### src/rtl/kinase_valve_sequencer.sv
// kinase_valve_sequencer: drives the c1..c13 control valves and s1..s4 sieve
// valves of a microfluidic kinase chip, waits for the valves to settle, then
// runs a six-phase peristaltic pump sequence on p1..p3 with the p4/p5
// isolation valves opened.
// Valve encoding: 1 = closed (pressurized), 0 = open. All outputs are registered.
// Optional feature: define KINASE_PUMP_REVERSE_EN to add the cmd_reverse input,
// which runs the pump phases in reverse order (5..0).
module kinase_valve_sequencer #(
  parameter int unsigned PHASE_TICKS  = 1000,
  parameter int unsigned SETTLE_TICKS = 5000
) (
  input  logic        clk,
  input  logic        rst,
  input  logic        cmd_valid,
  output logic        cmd_ready,
  input  logic [12:0] cmd_valves,
  input  logic [3:0]  cmd_sieve,
  input  logic [7:0]  cmd_pump_cycles,
`ifdef KINASE_PUMP_REVERSE_EN
  input  logic        cmd_reverse,
`endif
  input  logic        abort,
  output logic [12:0] c,
  output logic [3:0]  s,
  output logic [4:0]  p,
  output logic        busy,
  output logic        done
);

  typedef enum logic [1:0] {IDLE, SETTLE, PUMP, DONE} state_t;

  localparam logic [15:0] SETTLE_LAST = 16'(SETTLE_TICKS - 1);
  localparam logic [15:0] PHASE_LAST  = 16'(PHASE_TICKS - 1);
  localparam logic [2:0]  STEP_LAST   = 3'd5;

  // p1..p3 pattern for a given pump step; reverse walks the table backwards.
  function automatic logic [2:0] pump_bits(input logic [2:0] step, input logic rev);
    logic [2:0] idx;
    idx = rev ? (STEP_LAST - step) : step;
    case (idx)
      3'd0:    pump_bits = 3'b110;
      3'd1:    pump_bits = 3'b100;
      3'd2:    pump_bits = 3'b101;
      3'd3:    pump_bits = 3'b001;
      3'd4:    pump_bits = 3'b011;
      3'd5:    pump_bits = 3'b010;
      default: pump_bits = 3'b111;
    endcase
  endfunction

  state_t      state_q, state_d;
  logic [15:0] tick_q, tick_d;
  logic [2:0]  step_q, step_d;
  logic [7:0]  cyc_q, cyc_d;
  logic        rev_q, rev_d;
  logic [12:0] c_q, c_d;
  logic [3:0]  s_q, s_d;
  logic [4:0]  p_q, p_d;
  logic        busy_q, busy_d;
  logic        done_q, done_d;
  logic        ready_q, ready_d;
  logic        cmd_rev_w;

`ifdef KINASE_PUMP_REVERSE_EN
  assign cmd_rev_w = cmd_reverse;
`else
  assign cmd_rev_w = 1'b0;
`endif

  // Next-state and next-output computation for the sequencer FSM.
  always_comb begin
    state_d = state_q;
    tick_d  = tick_q;
    step_d  = step_q;
    cyc_d   = cyc_q;
    rev_d   = rev_q;
    c_d     = c_q;
    s_d     = s_q;
    p_d     = p_q;
    done_d  = 1'b0;

    case (state_q)
      IDLE: begin
        // A same-cycle abort drops the offered command.
        if (cmd_valid && !abort) begin
          state_d = SETTLE;
          c_d     = cmd_valves;
          s_d     = cmd_sieve;
          cyc_d   = cmd_pump_cycles;
          rev_d   = cmd_rev_w;
          tick_d  = 16'd0;
          step_d  = 3'd0;
          p_d     = 5'h1F;
        end
      end

      SETTLE: begin
        if (tick_q == SETTLE_LAST) begin
          tick_d = 16'd0;
          step_d = 3'd0;
          if (cyc_q != 8'd0) begin
            state_d = PUMP;
            p_d     = {2'b00, pump_bits(3'd0, rev_q)};
          end else begin
            state_d = DONE;
            done_d  = 1'b1;
            p_d     = 5'h1F;
          end
        end else begin
          tick_d = tick_q + 16'd1;
        end
      end

      PUMP: begin
        if (tick_q == PHASE_LAST) begin
          tick_d = 16'd0;
          if (step_q == STEP_LAST) begin
            step_d = 3'd0;
            if (cyc_q == 8'd1) begin
              state_d = DONE;
              cyc_d   = 8'd0;
              done_d  = 1'b1;
              p_d     = 5'h1F;
            end else begin
              cyc_d = cyc_q - 8'd1;
              p_d   = {2'b00, pump_bits(3'd0, rev_q)};
            end
          end else begin
            step_d = step_q + 3'd1;
            p_d    = {2'b00, pump_bits(step_q + 3'd1, rev_q)};
          end
        end else begin
          tick_d = tick_q + 16'd1;
        end
      end

      DONE: begin
        // c/s keep the last command pattern; only the pump closes.
        state_d = IDLE;
        p_d     = 5'h1F;
      end

      default: begin
        state_d = IDLE;
      end
    endcase

    // Abort closes every valve and discards the command from any busy state.
    if (abort && (state_q != IDLE)) begin
      state_d = IDLE;
      tick_d  = 16'd0;
      step_d  = 3'd0;
      cyc_d   = 8'd0;
      rev_d   = 1'b0;
      c_d     = 13'h1FFF;
      s_d     = 4'hF;
      p_d     = 5'h1F;
      done_d  = 1'b0;
    end

    busy_d  = (state_d != IDLE);
    ready_d = (state_d == IDLE);
  end

  // State and registered outputs; reset closes all valves and clears the command.
  always_ff @(posedge clk or posedge rst) begin
    if (rst) begin
      state_q <= IDLE;
      tick_q  <= 16'd0;
      step_q  <= 3'd0;
      cyc_q   <= 8'd0;
      rev_q   <= 1'b0;
      c_q     <= 13'h1FFF;
      s_q     <= 4'hF;
      p_q     <= 5'h1F;
      busy_q  <= 1'b0;
      done_q  <= 1'b0;
      ready_q <= 1'b1;
    end else begin
      state_q <= state_d;
      tick_q  <= tick_d;
      step_q  <= step_d;
      cyc_q   <= cyc_d;
      rev_q   <= rev_d;
      c_q     <= c_d;
      s_q     <= s_d;
      p_q     <= p_d;
      busy_q  <= busy_d;
      done_q  <= done_d;
      ready_q <= ready_d;
    end
  end

  assign c         = c_q;
  assign s         = s_q;
  assign p         = p_q;
  assign busy      = busy_q;
  assign done      = done_q;
  assign cmd_ready = ready_q;

endmodule

### config.mk
export PLATFORM = sky130hd
export DESIGN_NAME = kinase_valve_sequencer
export DESIGN_NICKNAME = d
export VERILOG_FILES = /design/src/rtl/kinase_valve_sequencer.sv
export SDC_FILE = /design/constraint.sdc
export NUM_CORES = 1
export LEC_CHECK = 0
export CORE_MARGIN = 2
export CORE_UTILIZATION = 48
export DETAILED_ROUTE_END_ITERATION = 7
export GPL_TIMING_DRIVEN = 0
export PLACE_DENSITY = 0.77
export SLEW_MARGIN = 20
export SYNTH_ARGS = -nofsm -noshare
export SYNTH_HDL_FRONTEND = slang
export SYNTH_SLANG_ARGS = --single-unit
### constraint.sdc
create_clock -name clk -period 2.1 [get_ports clk]
set_input_delay 0.42 -clock clk [delete_from_list [all_inputs] [get_ports clk]]
set_output_delay 0.42 -clock clk [all_outputs]
set_load 0.02 [all_outputs]
**Yosys cells after proc, flatten, opt, wreduce, memory -nomap -nowiden**

Cells that the tools add are included.

- Add/subtract/negate cells: 4
- Equal/unequal tests: 21
- Muxes and demuxes: 53
- Reductions and logical operators: 19

Operator list:

| kind | count |
|---|---|
| $mux 16 | 4 |
| $pmux 16 s3 | 1 |
| $mux 8 | 5 |
| $mux 13 | 3 |
| $pmux 3 s6 | 2 |
| $mux 5 | 7 |
| $mux 3 | 7 |
| $pmux 5 s4 | 1 |
| $add 16x1->16 const B | 1 |
| $eq 16x10->1 const B | 1 |
| $eq 16x13->1 const B | 1 |
| $pmux 8 s2 | 1 |
| $eq 3x3->1 const B | 5 |
| $eq 3x2->1 const B | 4 |
| $mux 2 | 6 |
| $mux 4 | 3 |
| $ne 3x3->1 const B | 4 |
| $mux 1 | 10 |
| $pmux 3 s3 | 1 |
| $eq 8x1->1 const B | 1 |
| $pmux 2 s4 | 1 |
| $reduce_and 4->1 | 2 |
| $reduce_bool 2->1 | 4 |
| $reduce_bool 8->1 | 1 |
| other kinds (15) | 21 |

- Bits in registers: 55
- Input bits: 29

**Depth between registers and ports, before layout**

- Depth after elaboration: 9
- Gate-level depth with buffers: 9
- Mapped depth without buffers: 7

**Least setup slack after synthesis**

Ideal clock, no wire load.

- Kind: register to register
- From: register tick_q[3]
- To: register p_q[0] (netlist: p[0])
- Setup time: 82 ps
- Data arrival time: 1939 ps
- Data required time: 2018 ps
- Path slack: 79 ps
- Cell stages (with the launch flop): 6
- Cells stage by stage: dfrtp_1 or3_4 o41ai_4 a21oi_2 nor2_1 mux2_2

- Cells in the longest elaborated chain, start to end: 3

RTL lines:

| what | line | source |
|---|---|---|
| from (decl) | 52 | `logic [15:0] tick_q, tick_d;` |
| from (signal assigned) | 181 | `tick_q <= tick_d;` |
| $eq 16x10->1 / $eq 16x13->1 (equally long branches) | 115, 98 |  |
| $ne 3x3->1 (no line) | -- |  |
| $reduce_and 3->1 (no line) (*) | -- |  |
| to (signal assigned) | 187 | `p_q <= p_d;` |
| to (decl) | 58 | `logic [4:0] p_q, p_d;` |

Mark *: on every way between the ends. The rest lies on a longest branch, timed or not.
A chain may end at the register's enable or synchronous reset.

**Worst setup path in the final report**

- From: register tick_q[3]
- To: register busy_q (netlist: busy)

- Cells in the longest elaborated chain, start to end: 5

RTL lines:

| what | line | source |
|---|---|---|
| $eq 16x10->1 / $eq 16x13->1 (equally long branches) | 115, 98 |  |
| $mux 2 (on tied branches) | 115, 98 |  |
| $pmux 2 s4 (*) | 82 | `case (state_q)` |
| $mux 2 (*) | 149 | `if (abort && (state_q != IDLE)) begin` |
| $reduce_bool 2->1 (*) | 161 | `busy_d = (state_d != IDLE);` |
| named net busy_d | 59 | `logic busy_q, busy_d;` |
| to (signal assigned) | 188 | `busy_q <= busy_d;` |
| to (decl) | 59 |  |

The timed path passes the listed nets; every way through them passes the cells marked *.

==> results.py <==
metrics = {
    "timing": {
        "timing.final.crit_share_pct": 103,
        "worst_pin_slew_ns": 0.563,
        "drv_slew": 0,
        "rsz0062_at_grt": "yes",
        "min_period_ns": 2.16,
        "skew_ns": 0.00561,
        "worst_slack_ns": -0.0578,
        "fmax_mhz": 463,
        "hold_viol": 0,
        "finalSetupViolCount": 4,
        "max_slew_margin_pct": 62.2,
    },
    "synthesis": {
        "netlist.top_cell.by_area": "dfrtp_1",
        "synth_flop_cell": "dfrtp_1",
        "synth_cells": 324,
        "async_flop_share_pct": 100,
        "synth.most_common_cell": "nor2_1",
        "yosysWarnings": 0,
        "synthTopCellsByArea": "dfrtp_1 26%, dfstp_2 19%, nor2_1 7.1%",
        "avgSynthCellArea_um2": 9.25,
        "ys_seq_area_share_pct": 45.2,
        "yosysUniqueCellTypes": 58,
        "synth_edf_count": 0,
        "synth_common_cells": "57 x nor2_1, 31 x dfrtp_1, 30 x a21oi_1",
        "syn_area_um2": 3000,
        "synth_top_area_share_pct": 25.9,
        "synth_nets": 361,
        "ys_seq_elements": 53,
    },
    "pwr": {
        "p_leak_nw": 1.59,
        "p_clk_share_pct": 13.9,
        "pwr-share-comb_pct": 50.7,
        "seqPwrFrac_pct": 35.5,
        "irDropWorstVdd_uv": 783,
        "p_int_mw": 2.64,
        "netSwitchingFraction_pct": 40.4,
        "power_switching_mw": 1.79,
        "power_density_nw_per_um2": 1080,
    },
    "route": {
        "viasPerCell": 6.13,
        "vias": 2917,
        "firstDrtPassIters": 5,
        "wl_per_cell_um": 17.1,
        "ant_nets": 0,
        "drc_errors": 0,
        "routed_wl_mm": 8.14,
        "drt_iter0_drc": 250,
    },
    "floorplanning": {
        "die_h_um": 83.0,
        "io_pins": 54,
        "core_um2": 5990,
        "rows": 28,
        "die_area_um2": 6890,
        "die_w_um": 83.0,
        "initial_core_util_pct": 50.0,
    },
    "clock_tree": {
        "cts_buffers": 5,
        "clk_pin_slew_ns": 0.10,
        "cts.sinks": 53,
        "htreeDepth": 2,
        "insertion_delay_ns": 0.31,
        "cts_tree": "yes",
        "cts_buffer_depth": 2,
        "root_buffer": "clkbuf_8",
    },
    "layout": {
        "final_core_util_pct": 68.5,
        "nets": 437,
        "drive_above_1_share_pct": 26.7,
        "areaGrowthSynthToFinish_pct": 36.9,
        "diodes": 0,
    },
    "place": {
        "routabilityCongestion": 0.932,
        "port_buffers": 52,
        "post-place-ws_ns": -0.407,
        "post-dp-hpwl_mm": 5.29,
    },
    "setup_path": {
        "critPathKind": "reg -> reg",
        "crit_path_start_kind": "flop",
        "regToRegSetupSlack_ns": -0.06,
        "worstPathArrival_ns": 2.35,
        "cp_max_fo": 5,
        "endpoint_kind": "flop",
        "required_ns": 2.29,
    },
    "global_route": {
        "grt_pass1_vias": 2621,
        "grt_pass1_wl_mm": 12.7,
        "grt_max_degree": 30,
        "overflow": 0,
        "grt_antenna_before_repair": 0,
        "grt_usage_pct": 22.0,
    },
    "run_status": {
        "status": "complete, but fails checks",
        "violations": "negative setup slack",
    },
    "hold_path": {
        "hp-class": "in -> async",
    },
    "run": {
        "cap_viol_max_count": 0,
    },
}
## metal layers
metal | part of all wire, % | GRT usage (%) | up-vias
li1 | - | - | 1320
met1 | 42 | 29.9 | 1417
met2 | 47 | 35.2 | 144
met3 | 7.7 | 5.96 | 36
met4 | 2.7 | 5.37 | 0
met5 | 0 | 0 | -
## repair_timing
action | in CTS | in global routing
pin swaps | 3 | 19
resized for setup | 28 | 35
hold buffers | 0 | 0
setup buffers | 4 | 15
setup endpoints to repair | 32 | 30
## registers in the layout (all words and copies together) (netlist names)
name,count
cyc_q,8
tick_q,16
cmd_ready,1
busy,1
s,4
done,1
p,4
step_q,3
state_q,2
c,13
## placed cells by master (no fill, tap or decap), types with 3 or more instances in the layout
cell / synthesis / layout
o211ai_1: 4 / 4
buf_1: 4 / 3
ha_4: 0 / 3
o21ai_0: 13 / 5
a21oi_2: 1 / 3
nand3b_1: 3 / 3
nand2_1: 19 / 17
dfrtp_1: 31 / 29
o21ai_1: 0 / 5
and3_1: 7 / 7
xor2_1: 7 / 7
nor2_2: 0 / 3
mux2_2: 3 / 3
nand3_1: 11 / 10
ha_1: 8 / 5
nand4_1: 6 / 6
buf_6: 0 / 3
clkbuf_1: 9 / 6
inv_1: 11 / 9
dfstp_2: 22 / 22
a211oi_1: 5 / 4
buf_4: 1 / 19
clkdlybuf4s50_1: 0 / 52
and4bb_2: 3 / 3
nor3_1: 6 / 5
o31ai_1: 7 / 6
clkbuf_8: 0 / 6
a21oi_1: 30 / 27
o21ai_2: 0 / 3
a211o_1: 3 / 3
nor2_1: 57 / 52
## final cells by class
cell class              instances  area, um^2
plain buffers                  14        72.6
clock buffers                   6        82.6
clock inverters                 2        13.8
fillers                       463        1890
inverters                      11        41.3
multi-input cells             243        1750
flip-flops and latches         53        1360
well taps                      75        93.8
repair buffers                 72         691
## critical path, stage by stage (launching register included)
cell and delay, ns:
dfrtp_2 0.45, nor3_1 0.49, a41o_4 0.37, a211o_1 0.16, nand2_1 0.08, or3b_2 0.49
## metrics by stage
step / hold WS (ns) / cells / TNS [ns] / instance area [um^2] / power [mW]
finish: 0.466 / 476 / -0.104 / 4110 / 4.43
global route: 0.508 / 476 / -0.837 / 4110 / 4.72
CTS: 0.458 / 461 / 0 / 3860 / 4.16
detailed placement: 0.499 / 452 / -7.36 / 3630 / 3.44
global placement: 0.489 / 451 / -26.31 / 3610 / 3.40
floorplan: 0.457 / 324 / 0 / 3000 / 2.74
## power groups by stage
stage / combinational (mW) / sequential, mW / clock (mW)
6_report: 2.24 / 1.57 / 0.614
5_1_grt: 2.43 / 1.61 / 0.676
4_1_cts: 1.96 / 1.57 / 0.635
3_5_place_dp: 1.87 / 1.58 / 0
3_3_place_gp: 1.84 / 1.57 / 0
2_1_floorplan: 0.955 / 1.79 / 0
## cells by family after synthesis
| logic type | after synthesis | share of synthesized area, % |
|---|---|---|
| adder cells (fa/ha/maj) | 8 | 3.34 |
| flip-flops | 53 | 45.2 |
| XOR/XNOR | 9 | 2.63 |
| multiplexers | 5 | 1.79 |
| AO/OA/AOI/OAI | 87 | 20.0 |
| buffers and inverters | 28 | 3.76 |
| AND/OR/NAND/NOR | 134 | 23.4 |
## path summary, 6_finish.rpt
kind                                       start              endpoint  depth (start not counted)
setup / recovery           tick_q[3]$_DFFE_PP0P_        busy$_DFF_PP0_                          5
hold / removal                               rst  cyc_q[1]$_DFFE_PP0P_                          2
setup reg to reg           tick_q[3]$_DFFE_PP0P_        busy$_DFF_PP0_                          5
hold reg to reg                 c[5]$_DFFE_PP1P_      c[5]$_DFFE_PP1P_                          2
max in group asynchronous                    rst      p[2]$_DFFE_PP1P_                          3
min in group clk                           abort  state_q[1]$_DFF_PP0_                          2
No activity file was read; power rests on OpenSTA's default activity.
